`src/rtl/a4to2_event_encoder.sv`:
```
// ---------------------------------------------------------------------------
// a4to2_event_encoder
//
// Re-encodes rising edges on four one-hot strobe lines (y0..y3) into a
// 2-bit index stream {i0,i1} delivered over a valid/ready handshake. Each
// line can hold one pending event. A further edge on a line whose event is
// still pending (and not being loaded this cycle) is dropped.
//
// Parameters:
//   RR_EN      0 = fixed priority (y0 highest), 1 = round-robin arbitration
//
// Optional build macro:
//   A4TO2_OVF_FLAG_EN  when defined, ovf is a sticky lost-event flag cleared
//                      only by rst; when undefined, ovf is tied 0.
//
// Ports:
//   clk        in   system clock, rising edge
//   rst        in   asynchronous active-high reset
//   y0..y3     in   event lines, codes 00..11
//   i0, i1     out  code MSB, LSB
//   out_valid  out  {i0,i1} holds a valid code
//   out_ready  in   consumer accepts the code this cycle
//   ovf        out  sticky lost-event flag
// ---------------------------------------------------------------------------
module a4to2_event_encoder #(
  parameter int RR_EN = 0
) (
  input  logic clk,
  input  logic rst,
  input  logic y0,
  input  logic y1,
  input  logic y2,
  input  logic y3,
  output logic i0,
  output logic i1,
  output logic out_valid,
  input  logic out_ready,
  output logic ovf
);

  logic [3:0] y_vec;
  logic [3:0] y_q;
  logic [3:0] ev;
  logic [3:0] pending;
  logic [3:0] pending_next;
  logic [3:0] clr;
  logic [1:0] code_q;
  logic [1:0] last;
  logic [1:0] search_start;
  logic [1:0] winner;
  logic       load;
  logic       any_pend;

  // Returns the first set request found when scanning upward (with wrap)
  // from 'start'. Result is meaningless when req is all zero; callers gate
  // on any_pend.
  function automatic logic [1:0] pick_winner(input logic [3:0] req,
                                             input logic [1:0] start);
    logic [1:0] idx;
    logic       found;
    pick_winner = start;
    found       = 1'b0;
    for (int k = 0; k < 4; k++) begin
      idx = start + 2'(k);
      if (!found && req[idx]) begin
        pick_winner = idx;
        found       = 1'b1;
      end
    end
  endfunction

  assign y_vec    = {y3, y2, y1, y0};
  assign ev       = y_vec & ~y_q;
  assign any_pend = |pending;
  assign load     = ~out_valid | out_ready;

  // Fixed priority always scans from y0; round-robin starts just past the
  // previous winner.
  assign search_start = (RR_EN != 0) ? last + 2'd1 : 2'd0;

  always_comb begin
    winner = pick_winner(pending, search_start);
    clr    = 4'b0000;
    if (load && any_pend) begin
      clr[winner] = 1'b1;
    end
    // A new edge on the bit being loaded this cycle survives as a fresh
    // pending event.
    pending_next = ev | (pending & ~clr);
  end

  // Stage boundary: edge detect / pending capture -> output register
  always_ff @(posedge clk or posedge rst) begin
    if (rst) begin
      y_q       <= 4'b0000;
      pending   <= 4'b0000;
      code_q    <= 2'b00;
      out_valid <= 1'b0;
      last      <= 2'd3;
    end else begin
      y_q     <= y_vec;
      pending <= pending_next;
      if (load) begin
        if (any_pend) begin
          code_q    <= winner;
          out_valid <= 1'b1;
          last      <= winner;
        end else begin
          out_valid <= 1'b0;
        end
      end
    end
  end

  assign i0 = code_q[1];
  assign i1 = code_q[0];

`ifdef A4TO2_OVF_FLAG_EN
  logic ovf_q;

  always_ff @(posedge clk or posedge rst) begin
    if (rst) begin
      ovf_q <= 1'b0;
    end else if (|(ev & pending & ~clr)) begin
      ovf_q <= 1'b1;
    end
  end

  assign ovf = ovf_q;
`else
  assign ovf = 1'b0;
`endif

endmodule

```
`config.mk`:
```
export PLATFORM = sky130hd
export DESIGN_NAME = a4to2_event_encoder
export DESIGN_NICKNAME = d
export VERILOG_FILES = /design/src/rtl/a4to2_event_encoder.sv
export SDC_FILE = /design/constraint.sdc
export NUM_CORES = 1
export LEC_CHECK = 0
export ABC_CLOCK_PERIOD_IN_PS = 1000
export CAP_MARGIN = 30
export CORE_AREA = 3 3 40 42
export DETAILED_ROUTE_END_ITERATION = 8
export DIE_AREA = 0 0 43 45
export DONT_BUFFER_PORTS = 1
export GPL_TIMING_DRIVEN = 0
export PLACE_DENSITY_LB_ADDON = 0.08
export SYNTH_ARGS = -nofsm -noshare
export SYNTH_HDL_FRONTEND = slang
export SYNTH_SLANG_ARGS = --single-unit
```
`constraint.sdc`:
```
create_clock -name clk -period 1 [get_ports clk]
set_input_delay 0.2 -clock clk [delete_from_list [all_inputs] [get_ports clk]]
set_output_delay 0.2 -clock clk [all_outputs]
set_load 0.01 [all_outputs]
```
# After elaboration in Yosys (flattened, before gate mapping)
# Cells that the tools add are included.
dict set report word_totals {
  regBits 11
  latchBits 0
  ram_bits 0
  romBits 0
  input_bits 7
  out_inout_bits 4
  word_cells 33
  memories 0
}
dict set report op_classes {
  addsub 0
  n_mul 0
  div_mod_pow 0
  magnitude_cmp 2
  n_eq_ne 0
  n_shift 0
  n_mux 10
  n_bitwise 7
  reduce_logical 10
}
# operator count
set op_table {}
lappend op_table {{$and 4x4->4} 2}
lappend op_table {{$not 4->4} 2}
lappend op_table {{$mux 1} 6}
lappend op_table {{$logic_and 1x1->1} 5}
lappend op_table {{$mux 2} 2}
lappend op_table {{$mux 4} 1}
lappend op_table {{$or 4x4->4} 1}
lappend op_table {{$reduce_or 4->1} 1}
lappend op_table {{$logic_not 1->1} 3}
lappend op_table {{$lt 2x3->1 const B} 1}
lappend op_table {{$demux 1 s2} 1}
lappend op_table {{$ge 2x1->1 const B} 1}
lappend op_table {{$reduce_and 2->1} 1}
lappend op_table {{$not 1->1} 1}
lappend op_table {{$or 1x1->1} 1}

# Depth between registers and ports, before layout
dict set report depth {
  depth_word 18
  mapped_depth 4
  ltp_nobuf 3
}

# Worst setup path after synthesis
# No wires, ideal clock.
dict set report synth_path {
  kind {flip-flop to flip-flop}
  startpoint {register out_valid}
  endpoint {register pending[1]}
  setup_ns 0.121
  arrival_time_ns 1.019
  required_time_ns 0.879
  slack_ns -0.140
  path_stages_with_launch 5
  n_path_buf 1
  synth_period_minus_slack_ns 1.140
  cell_sequence {dfrtp_1 > nor2b_4 > buf_6 > or2_1 > a22o_1}
}
dict set report synth_via {
  elab_chain_len 7
}
# item line_no
set synth_rtl {}
lappend synth_rtl {{start: declaration} 36} ;# output logic out_valid,
lappend synth_rtl {{start signal: assignment} 98} ;# out_valid <= 1'b0;
lappend synth_rtl {{start signal: assignment} 106} ;# out_valid <= 1'b1;
lappend synth_rtl {{start signal: assignment} 109} ;# out_valid <= 1'b0;
lappend synth_rtl {{$not 1->1} 75} ;# assign load = ~out_valid | out_ready;
lappend synth_rtl {{$or 1x1->1} 75}
lappend synth_rtl {{$logic_and 1x1->1} 84} ;# if (load && any_pend) begin
lappend synth_rtl {{$mux 4} 84}
lappend synth_rtl {{$not 4->4} 89} ;# pending_next = ev | (pending & ~clr);
lappend synth_rtl {{$and 4x4->4} 89}
lappend synth_rtl {{$or 4x4->4} 89}
lappend synth_rtl {{net pending_next[1]} 45} ;# logic [3:0] pending_next;
lappend synth_rtl {{end signal: assignment} 102} ;# pending <= pending_next;
lappend synth_rtl {{end: declaration} 44} ;# logic [3:0] pending;
# The timed path passes the listed nets, and every way through them passes these cells.
# A chain may end at the register's enable or synchronous reset.

# Worst setup path after layout
# Ends and elaborated chain as after synthesis.

==> impl_summary.txt <==
----------------------------------------------------
[Run status]
  Outcome ... complete, but fails checks
  Violations in the final reports ... negative setup slack

[Global route]
  Number of global-route vias before repair ... 273
  Global-route track usage on met3 ... 0.0279
  Largest net degree at the start of global routing ... 12
  M2 GR Usage ... 0.108
  Layer with the highest usage after global routing ... met1
  GRT Residual Overflow ... 0
  Initial antenna violation count ... 0
  Global-route usage over all layers ... 0.0830
  First-pass GRT wire length ... 1170 um
  Global-route met1 utilization ... 0.116

[Worst setup path]
  Crit path DAT ... 1.26 ns
  WP data required ... roughly 1.2 ns
  Critical Path Sink Type ... register
  Startpoint Class ... register
  Critical path's slowest cell ... sky130_fd_sc_hd__dfrtp_1
  Delay of the slowest cell on the worst path ... ~0.42 ns
  Classification of the worst setup path ... reg -> reg
  Critical path, cell by cell ... nor2b_4 > or2_1 > a22o_1
  Maximum fanout along the worst path ... 7

[Cells and area]
  Sequential cell area in the final layout ... between 200 and 300 um2
  Antenna diode instance count ... 0
  Fill cell instance count of the final layout ... 124
  Layout-stage area growth over the synthesis result ... 25.4%
  Final-stage net count ... 55
  Share of cells above drive strength 1 ... 0.213
  Multi-input gate area in the final layout ... 131 um2
  Post-route design area ... approximately 540 um2

[Floorplanning]
  DIE HEIGHT ... 45 um
  Die X-Extent ... approximately 43 um
  Cell row count ... 13
  Core region area ... roughly 1300 um2
  IO Pins ... 11
  Die footprint ... between 1500 and 2000 um2
  Starting Density ... 0.337

[Job]
  Count of maximum capacitance violations ... 0

[Synthesis]
  Number of instances in the synthesized netlist ... 37
  Number of unique standard cell types used by synthesis ... 19
  Total number of yosys warnings ... 0
  Proportion of synthesized chip area in sequential cells ... 0.636
  Combined area of all synthesized cells ... roughly 430 um2
  Register bit total from synthesis ... 11
  Number of nets in the synthesized netlist ... between 40 and 50
  Average footprint of a synthesized cell ... around 12 um2

[Detailed routing]
  Remaining DRCs ... 0
  Remaining antenna violation count ... 0
  Number of DRC markers in iteration 0 ... 3
  Post-detailed-routing wire length ... 654 um
  Vias post-DR ... 288
  Detailed-route wire length per cell ... 10.5 um
  Pre-Repair DR Iteration Count ... 2
  Vias per Instance ... 4.65

[Power]
  Leakage dissipation ... about 0.25 nW
  Pwr/cell area ... about 1700 nW/um2
  Worst IR Drop VDD ... around 680 uV

[Timing]
  Least setup slack across all paths after layout ... -0.114 ns
  Number of setup violations in the final report ... 4
  Fin. Hold Viols ... 0
  Max-slew violations ... 0
  Sum of negative setup slack ... -0.189 ns
  Post-layout min period ... 1.11 ns
  Setup skew after layout ... 0.00612 ns
  Setup repair after global routing missed its margin ... true
  Max Clk Rate ... around 0.9 GHz
  Final period util ... 1.11

[Placement]
  Count of buffers inserted at the top-level ports ... 0
  Post-Place Cell Area ... roughly 450 um2
  GPL Wtd Cong ... between 0.6 and 0.7
  Worst slack at placement ... -0.177 ns
  Post-detail-place hpwl ... 480 um

[Hold path]
  Worst min-delay path category ... in -> reg

[Clock tree]
  Maximum clock insertion buffer count ... 2
  Clock latency reported for the late side of the worst-skew pair ... 0.26 ns
  Number of buffers inserted during clock tree synthesis ... 3
  Clock transition at path regs ... about 0.07 ns
  CTS H-tree depth ... 1
  Number of clock sinks seen by CTS ... 11
  TritonCTS clock tree ... built
  Clk root buf ... sky130_fd_sc_hd__clkbuf_4

----------------------------------------------------
==> cell usage in the layout, fill, tap and decap left out, types with 2 or more instances in the layout <==
cell and count:
sky130_fd_sc_hd__dfrtp_1 11, sky130_fd_sc_hd__inv_1 5, sky130_fd_sc_hd__dlygate4sd3_1 5, sky130_fd_sc_hd__nor2_1 3, sky130_fd_sc_hd__buf_4 3, sky130_fd_sc_hd__clkbuf_4 3, sky130_fd_sc_hd__nand2_1 2, sky130_fd_sc_hd__o21ai_1 2
==> final timing paths <==
check                           from          to  slack (ns)  cells after the start
max                        out_valid  pending[1]       -0.11                      3
min                               y3  pending[3]        0.06                      2
max reg2reg                out_valid  pending[1]       -0.11                      3
max in group asynchronous        rst   code_q[1]        0.36                      2
min in group asynchronous        rst      y_q[3]        0.36                      2
min reg2reg                   y_q[2]  pending[2]        0.41                      1
==> state kept, by name, summed over array words and instances (netlist names) <==
register   flops
y_q            4
out_valid      1
code_q         2
pending        4
==> area by class of cell <==
class,instances,share of cell area
plain buffers,1,0.0138
clock buffers,4,0.0484
inverters,5,0.0346
multi-input cells,19,0.242
flip-flops and latches,11,0.507
well taps,15,0.0346
repair buffers,7,0.120
==> critical path: cells and delay by family (launching register included) <==
| family | cells | cell delay (ns) |
|---|---|---|
| simple gates | 2 | 0.40 |
| flops | 1 | 0.42 |
| compound gates | 1 | 0.18 |
==> synth_stat cells (all sizes together) <==
cell,instances,share of area
o21ai,3,0.035
nand2b,1,0.014
o31ai,1,0.017
a21oi,1,0.012
o32ai,1,0.020
a22o,1,0.020
conb,1,0.0087
dfrtp,11,0.64
nor2b,1,0.032
o22a,1,0.023
nand2,2,0.017
buf,2,0.043
o41ai,1,0.020
nand3b,1,0.017
or2,1,0.014
nor2,3,0.026
inv,5,0.043
==> cells by family after synthesis <==
family	count (synthesis)	synth area share
simple gates	9	0.121
flops	11	0.636
compound gates	9	0.147
buf+inv	7	0.0867
other cells	1	0.00866
==> power by group <==
part | total [W] | internal (W) | switching, W
clock network | 0.000297 | 0.000154 | 0.000143
registers | 0.000539 | 0.000490 | 0.0000496
logic | 0.000114 | 0.0000656 | 0.0000484
total | 0.000950 | 0.000709 | 0.000241
==> per-layer routing <==
metal / vias up / wire length (um) / part of all wire
met5: - / 0 / 0
met4: 0 / 0 / 0
met3: 0 / 57 / 0.087
met2: 10 / 298 / 0.46
met1: 136 / 298 / 0.46
li1: 142 / - / -
==> per-stage QoR <==
stage	total power, W	hold WS (ns)	util	instances
after global placement	0.000632	0.0992	0.352	52
final	0.000950	0.0561	0.423	62
after detailed placement	0.000636	0.105	0.352	52
after CTS	0.000957	0.0439	0.414	62
after floorplan	0.000613	0.0524	-	37
after global routing	0.00101	0.0581	0.423	62
==> timing repair <==
action                                  CTS  global route
endpoints found under the hold margin    15             0
buffers inserted                          2             0
gates resized for setup                   0             2
pin swaps                                 5             2
hold buffers                              5             0
endpoints found under the setup margin    5             7
No activity file was read; power rests on OpenSTA's default activity.
